`src/rtl/seq_pkg.sv`:
```
// Shared definitions for the LED sequence display controller:
// the FSM state encoding, datapath widths and default timing parameters.
package seq_pkg;

  localparam int ADDR_W = 4;
  localparam int LED_W  = 4;

  // 25_000_000 cycles of a 50 MHz clock gives a 0.5 s tick
  localparam int DEF_CLK_DIV   = 25_000_000;
  localparam int DEF_ON_TICKS  = 2;
  localparam int DEF_OFF_TICKS = 1;

  typedef enum logic [2:0] {
    ST_IDLE = 3'd0,
    ST_LOAD = 3'd1,
    ST_ON   = 3'd2,
    ST_OFF  = 3'd3,
    ST_DONE = 3'd4
  } seq_state_e;

  // Width needed to hold the values 0..n-1, never less than one bit
  function automatic int cntWidth(input int n);
    return (n > 1) ? $clog2(n) : 1;
  endfunction

  function automatic int maxInt(input int a, input int b);
    return (a > b) ? a : b;
  endfunction

endpackage

```
`src/rtl/seq_tick_gen.sv`:
```
// Tick prescaler: counts enabled cycles and emits a one-cycle tick when the
// count reaches CLK_DIV-1, wrapping to 0 on that cycle. A synchronous clear
// restarts the count; while enable is low the count is held.
module seq_tick_gen
  import seq_pkg::*;
#(
  parameter int CLK_DIV = DEF_CLK_DIV
) (
  input  logic clk_i,
  input  logic rst_ni,
  input  logic clear_i,
  input  logic enable_i,
  output logic tick_o
);

  localparam int              CNT_W    = cntWidth(CLK_DIV);
  localparam logic [CNT_W-1:0] CNT_LAST = CNT_W'(CLK_DIV - 1);
  localparam logic [CNT_W-1:0] CNT_ONE  = CNT_W'(1);

  logic [CNT_W-1:0] cnt_q;
  logic [CNT_W-1:0] cnt_d;
  logic             atLast;

  assign atLast = (cnt_q == CNT_LAST);
  assign tick_o = enable_i && !clear_i && atLast;

  // Next count: clear wins, otherwise advance and wrap while enabled
  always_comb begin
    cnt_d = cnt_q;
    if (clear_i) begin
      cnt_d = '0;
    end else if (enable_i) begin
      cnt_d = atLast ? '0 : (cnt_q + CNT_ONE);
    end
  end

  // Prescaler register
  always_ff @(posedge clk_i or negedge rst_ni) begin
    if (!rst_ni) begin
      cnt_q <= '0;
    end else begin
      cnt_q <= cnt_d;
    end
  end

endmodule

```
`src/rtl/seq_display_ctrl.sv`:
```
// LED sequence display controller. On start it reads len+1 one-hot patterns
// from an external ROM and shows each one for ON_TICKS ticks followed by
// OFF_TICKS blank ticks, then reports completion on end_fpga.
// Optional feature macro: SEQ_PAUSE_EN (pause input freezes playback).
module seq_display_ctrl
  import seq_pkg::*;
#(
  parameter int CLK_DIV   = DEF_CLK_DIV,
  parameter int ON_TICKS  = DEF_ON_TICKS,
  parameter int OFF_TICKS = DEF_OFF_TICKS
) (
  input  logic              clock_50,
  input  logic              reset,
  input  logic              start,
  input  logic [ADDR_W-1:0] len,
  input  logic              pause,
  output logic [ADDR_W-1:0] rom_addr,
  input  logic [LED_W-1:0]  rom_data,
  output logic [LED_W-1:0]  leds,
  output logic              busy,
  output logic              end_fpga
);

  // The tick counter only needs to reach the larger of the two phase lengths
  localparam int             TC_W     = cntWidth(maxInt(ON_TICKS, OFF_TICKS));
  localparam logic [TC_W-1:0] ON_LAST  = TC_W'(ON_TICKS - 1);
  localparam logic [TC_W-1:0] OFF_LAST = TC_W'(OFF_TICKS - 1);
  localparam logic [TC_W-1:0] TC_ONE   = TC_W'(1);
  localparam logic [ADDR_W-1:0] ADDR_ONE = ADDR_W'(1);

  seq_state_e        state_q, state_d;
  logic [ADDR_W-1:0] addr_q,  addr_d;
  logic [ADDR_W-1:0] len_q,   len_d;
  logic [LED_W-1:0]  leds_q,  leds_d;
  logic [TC_W-1:0]   tcnt_q,  tcnt_d;

  logic inPhase;
  logic playHold;
  logic tick;

  // Playback freeze: only meaningful while a sequence is in flight
`ifdef SEQ_PAUSE_EN
  assign playHold = pause && ((state_q == ST_LOAD) || (state_q == ST_ON) ||
                              (state_q == ST_OFF));
`else
  logic unused_pause;
  assign unused_pause = pause;
  assign playHold     = 1'b0;
`endif

  assign inPhase = (state_q == ST_ON) || (state_q == ST_OFF);

  // Prescaler runs only during the lit and blank phases; it is cleared in
  // every other state so each phase starts from a full tick period
  seq_tick_gen #(
    .CLK_DIV (CLK_DIV)
  ) u_tick_gen (
    .clk_i    (clock_50),
    .rst_ni   (reset),
    .clear_i  (!inPhase),
    .enable_i (inPhase && !playHold),
    .tick_o   (tick)
  );

  // Sequencing FSM and its datapath next-state logic
  always_comb begin
    state_d = state_q;
    addr_d  = addr_q;
    len_d   = len_q;
    leds_d  = leds_q;
    tcnt_d  = tcnt_q;

    case (state_q)
      ST_IDLE, ST_DONE: begin
        leds_d = '0;
        tcnt_d = '0;
        if (start) begin
          state_d = ST_LOAD;
          addr_d  = '0;
          len_d   = len;
        end
      end

      ST_LOAD: begin
        if (!playHold) begin
          state_d = ST_ON;
          leds_d  = rom_data;
          tcnt_d  = '0;
        end
      end

      ST_ON: begin
        if (tick) begin
          if (tcnt_q == ON_LAST) begin
            state_d = ST_OFF;
            leds_d  = '0;
            tcnt_d  = '0;
          end else begin
            tcnt_d = tcnt_q + TC_ONE;
          end
        end
      end

      ST_OFF: begin
        if (tick) begin
          if (tcnt_q == OFF_LAST) begin
            tcnt_d = '0;
            if (addr_q == len_q) begin
              state_d = ST_DONE;
            end else begin
              state_d = ST_LOAD;
              addr_d  = addr_q + ADDR_ONE;
            end
          end else begin
            tcnt_d = tcnt_q + TC_ONE;
          end
        end
      end

      default: begin
        state_d = ST_IDLE;
        addr_d  = '0;
        len_d   = '0;
        leds_d  = '0;
        tcnt_d  = '0;
      end
    endcase
  end

  // State and datapath registers
  always_ff @(posedge clock_50 or negedge reset) begin
    if (!reset) begin
      state_q <= ST_IDLE;
      addr_q  <= '0;
      len_q   <= '0;
      leds_q  <= '0;
      tcnt_q  <= '0;
    end else begin
      state_q <= state_d;
      addr_q  <= addr_d;
      len_q   <= len_d;
      leds_q  <= leds_d;
      tcnt_q  <= tcnt_d;
    end
  end

  assign rom_addr = addr_q;
  assign leds     = leds_q;
  assign busy     = (state_q == ST_LOAD) || (state_q == ST_ON) ||
                    (state_q == ST_OFF);
  assign end_fpga = (state_q == ST_DONE);

  // Status outputs are mutually exclusive and LEDs are dark outside ON
  property pBusyDoneExclusive;
    @(posedge clock_50) disable iff (!reset) !(busy && end_fpga);
  endproperty
  assert property (pBusyDoneExclusive);

  property pLedsOnlyInOn;
    @(posedge clock_50) disable iff (!reset) (state_q != ST_ON) |-> (leds_q == '0);
  endproperty
  assert property (pLedsOnlyInOn);

endmodule

```
`config.mk`:
```
export PLATFORM = sky130hd
export DESIGN_NAME = seq_display_ctrl
export DESIGN_NICKNAME = d
export VERILOG_FILES = /design/src/rtl/seq_pkg.sv /design/src/rtl/seq_tick_gen.sv /design/src/rtl/seq_display_ctrl.sv
export SDC_FILE = /design/constraint.sdc
export NUM_CORES = 1
export LEC_CHECK = 0
export ABC_CLOCK_PERIOD_IN_PS = 4900
export CAP_MARGIN = 10
export CORE_AREA = 2 2 106 77
export CTS_CLUSTER_SIZE = 8
export DETAILED_ROUTE_END_ITERATION = 7
export DIE_AREA = 0 0 108 79
export SYNTH_ARGS = -nofsm -noshare
export SYNTH_HDL_FRONTEND = slang
export SYNTH_HIERARCHICAL = 1
export SYNTH_SLANG_ARGS = --single-unit
```
`constraint.sdc`:
```
create_clock -name clock_50 -period 4.9 [get_ports clock_50]
set_input_delay 1.47 -clock clock_50 [delete_from_list [all_inputs] [get_ports clock_50]]
set_output_delay 1.47 -clock clock_50 [all_outputs]
set_load 0.005 [all_outputs]
```
Yosys cells after proc, flatten, opt, wreduce, memory -nomap -nowiden
Index checks and enable logic that the tools add are counted.
{"block": "classes", "bitwise": 3, "add_sub_neg": 3, "n_eq_ne": 12, "mux": 24, "reduce_logical": 13}
{"cell": "$mux W25", "count": 2}
{"cell": "$mux W4", "count": 7}
{"cell": "$add A25 B1 Y25 const B", "count": 1}
{"cell": "$eq A25 B25 Y1 const B", "count": 1}
{"cell": "$pmux W4 S3", "count": 2}
{"cell": "$mux W3", "count": 6}
{"cell": "$ne A2 B2 Y1 const B", "count": 6}
{"cell": "$pmux W3 S4", "count": 1}
{"cell": "$reduce_and A5 Y1", "count": 2}
{"cell": "$pmux W4 S2", "count": 1}
{"cell": "$eq A3 B2 Y1 const B", "count": 2}
{"cell": "$add A4 B1 Y4 const B", "count": 1}
{"cell": "$eq A4 B4 Y1", "count": 1}
{"cell": "$mux W1", "count": 4}
{"cell": "$reduce_and A2 Y1", "count": 2}
{"cell": "$reduce_or A2 Y1", "count": 2}
{"cell": "$eq A3 B1 Y1 const B", "count": 1}
{"cell": "$eq A3 B3 Y1 const B", "count": 1}
{"cell": "$logic_not A3 Y1", "count": 1}
{"cell": "$logic_or A1 B1 Y1", "count": 3}
{"cell": "$not A1 Y1", "count": 3}
{"cell": "$reduce_and A3 Y1", "count": 1}
{"cell": "$reduce_or A3 Y1", "count": 1}
{"cell": "$pmux W1 S2", "count": 1}
{"cell": "other kinds (2)", "count": 2}
{"block": "totals", "reg_bits": 41, "output_inout_bits": 10, "inputBits": 12}

Depth between registers and ports, before layout
Gate-level depths: netlist of the first run.
{"block": "depth", "ltp_word": 5, "mapped_depth": 9}

Modules after synthesis
Netlist of the first run, hierarchy kept.
{"mod": "seq_tick_gen", "instances": 1, "seq_area_each_um2": 625.6, "area_per_inst_um2": 1463.9, "cells_per_inst": 163}
{"mod": "seq_display_ctrl", "instances": 1, "seq_area_each_um2": 400.4, "area_per_inst_um2": 903.4, "cells_per_inst": 82}

Least setup slack after synthesis of the first run
OpenSTA, ideal clock, no wires.
{"block": "synth_path", "path_type": "register to register", "start": "register u_tick_gen.cnt_q[7]", "end": "register addr_q[3] (netlist: rom_addr[3])", "t_arrival_ns": 2.284, "stages_incl_launch_ff": 10, "setup_slack_ns": 2.490, "path_buffers": 1, "synth_period_minus_slack_ns": 2.410, "cell_sequence": "dfrtp_1 -> buf_6 -> or4_4 -> nor4_4 -> nand2_1 -> nor2_1 -> and3b_1 -> o21ai_0 -> and3_1 -> a311o_1"}
{"block": "synth_via", "elab_chain_cells": 4}
{"element": "from (decl)", "line": "seq_tick_gen.sv:20", "source": "logic [CNT_W-1:0] cnt_q;"}
{"element": "from (signal assigned)", "line": "seq_tick_gen.sv:42", "source": "cnt_q <= cnt_d;"}
{"element": "$eq A25 B25 Y1", "line": "seq_tick_gen.sv:24", "source": "assign atLast = (cnt_q == CNT_LAST);"}
{"element": "$logic_and A1 B1 Y1", "line": "seq_tick_gen.sv:25", "source": "assign tick_o = enable_i && !clear_i && atLast;"}
{"element": "via tick", "line": "seq_display_ctrl.sv:39", "source": "logic tick;"}
{"element": "$ne A2 B2 Y1 (no line)"}
{"element": "$reduce_and A5 Y1 (no line)"}
{"element": "to (signal assigned)", "line": "seq_display_ctrl.sv:140", "source": "addr_q <= addr_d;"}
{"element": "to (decl)", "line": "seq_display_ctrl.sv:32", "source": "logic [ADDR_W-1:0] addr_q, addr_d;"}
The timed path passes the listed nets, and every way through them passes these cells.
A chain may end at the register's enable or synchronous reset.

Worst setup path in the final report of the first run
{"block": "layout_path", "start": "register state_q[1]", "end": "output end_fpga"}
{"block": "layout_via", "elab_chain_cells": 1}
{"element": "from (decl)", "line": "seq_display_ctrl.sv:31", "source": "seq_state_e state_q, state_d;"}
{"element": "from (signal assigned)", "line": "seq_display_ctrl.sv:139", "source": "state_q <= state_d;"}
{"element": "$eq A3 B3 Y1", "line": "seq_display_ctrl.sv:151", "source": "assign end_fpga = (state_q == ST_DONE);"}
{"element": "to (decl)", "line": "seq_display_ctrl.sv:21", "source": "output logic end_fpga"}
No other way between the ends.

==> summary.md, run 1 <==
| Metric | Value |
|---|---|
| Max VDD drop | 117.5 uV |
| Vias per cell | 5.195 |
| CP Data Required Time | 3.43 ns |
| # H-tree levels | 2 |
| Fin. Hold Viols | 0 |
| Starting Density | 31.14% |
| Global-route wire length before repair | 8618 um |
| Crit path DAT | 1.76 ns |
| Routed length on met3 | 153 um |
| Final nets | 276 |
| Layout cells sized above 1 | 8.365% |
| CTS sink count | 41 |
| Core area | 0.007601 mm2 |
| Power Total | 865.9 uW |
| Final setup vio count | 0 |
| Clock Path Buffers | 2 |
| Ys async rst share | 100.0% |
| Adder-cell share of the synthesized area | 1.057% |
| Total gr overflow | 0 |
| Synthesized area | 0.002367 mm2 |
| Routed WL per cell | 13.62 um |
| Period utilization | 65.96% |
| DRC viols | 0 |
| Gpl congestion | 0.7578 |
| Clock latency on the worst-skew pair | 0.29 ns |
| Hold-fix buffers, CTS | 0 |
| ANT cells | 0 |
| CP Launch Type | register |
| Leading cell type in the layout, fill and taps excluded | dfrtp_1 |
| Dpl cell area | 0.002606 mm2 |
| Status | completed |
| RSZ-0062 raised after global routing | false |
| Tightest Pin Transition | 0.9329 ns |
| Final WL | 4959 um |
| Slew Viols, Final | 0 |
| Setup bufs post-CTS | 0 |
| Main synth FF type | dfrtp_1 |
| Area leader, netlist | dfrtp_1 |
| Main combinational cell family by area after synthesis | simple AND/OR/NAND/NOR gates |
| Max Cap Viol | 0 |
| Post-synthesis simple-gate area fraction | 27.11% |
| M1 WL | 2722 um |
| Syn nets | 259 |
| Detail Route Antenna Nets | 0 |
| Proportion of synthesized area in mux cells | 1.321% |
| TritonCTS Buffers | 5 |
| Uppermost routed layer | met4 |
| Vias in the first global route | 1694 |
| Fmax | 0.3094 GHz |
| Share of the synthesized area in the top cell type | 43.34% |
| Worst-path clk slew | 0.09 ns |
| Initial antenna violation count | 0 |
| Die boundary width | 108 um |
| Pre-antenna DRT Iters | 4 |
| Vias | 1891 |
| Compound-Gate Fraction of Synth Area | 19.45% |
| CTS tree | yes |
| Static Leak | 1.141 nW |
| P&R area growth vs syn | 13.58% |
| Sequential fraction of the synthesis area | 43.34% |
| Synth Warn # | 6 |
| Min-delay src | u_tick_gen/cnt_q[22] |
| Normalized max-slew margin | 37.80% |
| Iteration-0 DRC Markers | 197 |
| Post-Synthesis Cells | 245 |
| Setup Crit Path Kind | reg -> out |
| Top cells by area, synth | dfrtp_1 (43%), a31oi_1 (5.0%), nand2_1 (4.3%) |
| Synth Area in XOR/XNOR | 2.801% |
| Fillers | 758 |
| Endpoint type of the worst setup path | output pin |
| Critical path origin | state_q[1] |
| Reg2reg start | u_tick_gen/cnt_q[9] |
| Global-route usage over all layers | 12.68% |
| Clock Tree Root | clkbuf_8 |
| Worst Hold Class | reg -> reg |
| Largest net degree at the start of global routing | 44 |
| Clock skew | 0.01124 ns |
| Most frequent cells in the layout | dfrtp_1 (41), nand2_1 (27), a31oi_1 (19), clkdlybuf4s50_1 (19), nand3_1 (17) |
| Power per Cell Area | 322.0 mW/mm2 |
| Syn avg cell area | 9.662 um2 |
| Post-synth EDFFs | 0 |
| Worst-path maximum fanout | 10 |
| # resized after CTS | 0 |
| Fin crit period | 3.232 ns |
| WL met2 | 2029 um |
| I/O Pins | 22 |
| Number of synthesized register bits | 41 |
| Port Buffers | 20 |
| Fin area | 0.002689 mm2 |
| Post-DP HPWL | 3364 um |
| Final worst slack | 1.668 ns |
| Die Span Y | 79 um |
| Netlist cell types | 53 |
| FP Rows | 27 |
| Full die area | 0.008532 mm2 |
| Setup TNS | 0 ns |
| Post-Place Setup Slack | 1.884 ns |
-- state kept, by name (all words and copies together), names as in the netlist --
register and flops:
state_q 3, len_q 4, rom_addr 4, tcnt_q 1, u_tick_gen/cnt_q 25, leds 4
-- metal layers --
metal / global-route usage (%) / vias to the layer above
li1: - / 953
met1: 20.71 / 902
met2: 15.79 / 34
met3: 2.545 / 2
met4: 4.615 / 0
met5: 0 / -
-- report_power, final --
group	internal [mW]	switching [mW]	total [mW]
sequential	0.390	0.0673	0.457
combinational	0.104	0.0901	0.194
clock	0.0989	0.115	0.214
-- worst max-delay path: stages (launching register included) --
cell and delay [ns]:
dfrtp_1 0.50, nor2_1 0.30, nand2_1 0.11, inv_1 0.07, clkdlybuf4s50_1 0.50
-- worst paths after layout --
check	endpoint	slack (ns)	cells past startpoint
worst max-delay path	end_fpga	1.67	4
worst min-delay path	u_tick_gen/cnt_q[22]	0.49	1
worst max register to register	rom_addr[3]	2.23	8
worst min register to register	u_tick_gen/cnt_q[22]	0.49	1
max in group asynchronous	leds[0]	2.99	1
min in group asynchronous	u_tick_gen/cnt_q[22]	1.31	1
-- Yosys cell counts, drive strengths merged, types with 2 or more instances --
library cell and n:
dfrtp 41, nand2 27, a31oi 19, nand3 17, nor2 16, a21oi 12, a22o 11, nand2b 11
buf 9, o21ai 8, inv 7, nand4 7, nor4 5, and3 4, xnor2 4, a21o 3
a41oi 3, and4 3, nor3 3, a211oi 2, a221o 2, and3b 2, clkbuf 2, ha 2
mux2i 2, nand3b 2, nor2b 2, o22ai 2, or3b 2
-- cells by family after synthesis --
family                     count (synthesis)
AOI/OAI and AO/OA                         67
xor gates and xnor gates                   5
adders and majority gates                  2
buffers and inverters                     18
DFF                                       41
muxes                                      3
and+or+nand+nor                          109
-- area by class of cell --
type | count | area [um2] | share of cell area [%]
well taps | 101 | 126.4 | 4.700
repair buffers | 21 | 202.7 | 7.538
inverters | 7 | 26.28 | 0.9772
clock inverters | 2 | 10.01 | 0.3723
clock buffers | 6 | 72.57 | 2.699
multi-input cells | 186 | 1225 | 45.56
flip-flops and latches | 41 | 1026 | 38.16
-- metrics by stage --
| step | std cells | util (%) | hold WS, ns |
|---|---|---|---|
| finish | 364 | 35.37 | 0.4914 |
| global route | 364 | 35.37 | 0.5427 |
| CTS | 364 | 35.37 | 0.4923 |
| detailed placement | 356 | 34.29 | 0.4758 |
| global placement | 356 | 34.29 | 0.4768 |
| floorplan | 245 | - | 0.4503 |
Note: power is estimated with default switching activity, not from simulation.
==> run 2: changes to the inputs <==
--- a/config.mk
+++ b/config.mk
@@ -5,7 +5,7 @@
 export SDC_FILE = /design/constraint.sdc
 export NUM_CORES = 1
 export LEC_CHECK = 0
-export ABC_CLOCK_PERIOD_IN_PS = 4900
+export ABC_CLOCK_PERIOD_IN_PS = 3120
 export CAP_MARGIN = 10
 export CORE_AREA = 2 2 106 77
 export CTS_CLUSTER_SIZE = 8
==> constraint.sdc (replaced) <==
create_clock -name clock_50 -period 3.12 [get_ports clock_50]
set_input_delay 0.936 -clock clock_50 [delete_from_list [all_inputs] [get_ports clock_50]]
set_output_delay 0.936 -clock clock_50 [all_outputs]
set_load 0.005 [all_outputs]
==> summary.md, run 2 (same netlist as run 1, synthesis figures left out) <==
| Metric | Value |
|---|---|
| Hold EP | u_tick_gen/cnt_q[22] |
| Reg2reg start | u_tick_gen/cnt_q[9] |
| # H-tree levels | 2 |
| Hold-fix buffers, CTS | 0 |
| FP Rows | 27 |
| WL met2 | 2100 um |
| Global-route wire length before repair | 8666 um |
| Die boundary width | 108 um |
| Initial antenna violation count | 0 |
| Worst-path clk slew | 0.08 ns |
| Full die area | 0.008532 mm2 |
| Psw | 421.7 uW |
| Worst Hold Class | reg -> reg |
| Max reg flops | 25 |
| CP Data Required Time | 2.18 ns |
| Max VDD drop | 238.5 uV |
| Setup TNS | 0 ns |
| Post-DP HPWL | 3529 um |
| CTS tree | yes |
| Clock latency on the worst-skew pair | 0.29 ns |
| Routed WL per cell | 13.95 um |
| Fin. Hold Viols | 0 |
| TritonCTS Buffers | 5 |
| P&R area growth vs syn | 14.38% |
| # resized after CTS | 0 |
| Die Span Y | 79 um |
| Final setup vio count | 0 |
| Setup bufs post-CTS | 0 |
| DRC viols | 0 |
| Flop pwr share | 52.1% |
| Gpl congestion | 0.7622 |
| Min-delay src | u_tick_gen/cnt_q[22] |
| Period utilization | 87.08% |
| Biggest register | u_tick_gen/cnt_q |
| Clock Tree Root | clkbuf_8 |
| R2R depth | 8 |
| Worst R2R Setup Slack | 0.40 ns |
| Total gr overflow | 0 |
| Core area | 0.007601 mm2 |
| Reg2Reg Capture Point | rom_addr[3] |
| Static Leak | 1.149 nW |
| Layout cells sized above 1 | 8.712% |
| Fin crit period | 2.717 ns |
| Clock skew | 0.004770 ns |
| Critical path origin | state_q[0] |
| Fin area | 0.002708 mm2 |
| I/O Pins | 22 |
| ANT cells | 0 |
| Final nets | 278 |
| Vias in the first global route | 1731 |
| Clk pwr share | 25.6% |
| Power per Cell Area | 507.6 mW/mm2 |
| Dpl cell area | 0.002621 mm2 |
| CP Launch Type | register |
| Slew Viols, Final | 0 |
| Status | completed |
| Leading cell type in the layout, fill and taps excluded | dfrtp_1 |
| Worst-path maximum fanout | 11 |
| Uppermost routed layer | met4 |
| Crit path DAT | 1.78 ns |
| Most frequent cells in the layout | dfrtp_1 (41), nand2_1 (27), a31oi_1 (19), clkdlybuf4s50_1 (19), nand3_1 (17) |
| Routed length on met3 | 168 um |
| Final WL | 5092 um |
| Global-route usage over all layers | 12.88% |
| Total internal power | 952.8 uW |
| Detail Route Antenna Nets | 0 |
| Max Cap Viol | 0 |
| RSZ-0062 raised after global routing | false |
| Fmax | 0.3681 GHz |
| Logic pwr share | 22.3% |
| Clock Path Buffers | 2 |
| Starting Density | 31.14% |
| Normalized max-slew margin | 47.61% |
| Setup Crit Path Kind | reg -> out |
| Endpoint type of the worst setup path | output pin |
| Power Total | 1.375 mW |
| Hold Path Depth | 1 |
| Vias per cell | 5.282 |
| Vias | 1928 |
| Iteration-0 DRC Markers | 140 |
| M1 WL | 2768 um |
| Tightest Pin Transition | 0.7829 ns |
| Pre-antenna DRT Iters | 4 |
| Largest net degree at the start of global routing | 42 |
| CTS sink count | 41 |
| Sw Ratio | 30.68% |
| Port Buffers | 20 |
| Final core utilization | 35.62% |
[run 2: cell count changes in the layout (fill, tap and decap cells not counted), sizes merged]
| cell | previous run | this run |
|---|---|---|
| buf | 2 | 4 |
| clkinv | 2 | 0 |
| clkbuf | 6 | 7 |
[run 2: area by class of cell]
type / count / area, um2
Fill cell: 774 / 4893
Tap cell: 101 / 126.4
Sequential cell: 41 / 1026
Clock buffer: 7 / 86.33
Inverter: 7 / 26.28
Timing Repair Buffer: 23 / 217.7
Multi-Input combinational cell: 186 / 1225
[run 2: through the flow]
step	setup WS [ns]	hold slack (ns)	instances
3_5_place_dp	0.4555	0.4817	358
3_3_place_gp	0.5050	0.4839	358
2_1_floorplan	0.7097	0.4503	245
6_report	0.4032	0.4997	365
5_1_grt	0.2257	0.5249	365
4_1_cts	0.3940	0.4986	365
[run 2: worst max-delay path by stage]
| stage | to | depth (start not counted) |
|---|---|---|
| floorplan | rom_addr[3] | 9 |
| global placement | rom_addr[3] | 8 |
| detailed placement | rom_addr[3] | 8 |
| CTS | end_fpga | 4 |
| global route | rom_addr[3] | 8 |
| finish | end_fpga | 4 |
[run 2: power groups by stage]
stage          clock network, mW  logic [mW]  registers [mW]
6_report                   0.352       0.307           0.716
5_1_grt                    0.397       0.352           0.732
4_1_cts                    0.370       0.311           0.714
3_5_place_dp                   0       0.310           0.724
3_3_place_gp                   0       0.302           0.723
2_1_floorplan                  0       0.255           0.690
[run 2: per-layer routing]
layer,vias up,global-route usage (%)
li1,965,-
met5,-,0
met4,0,3.846
met3,7,2.709
met1,921,19.66
met2,35,17.99
[run 2: worst max-delay path, stage by stage (launching register included)]
cell	delay [ns]
dfrtp_1	0.52
nor2_1	0.30
nand2_1	0.11
inv_1	0.07
clkdlybuf4s50_1	0.50
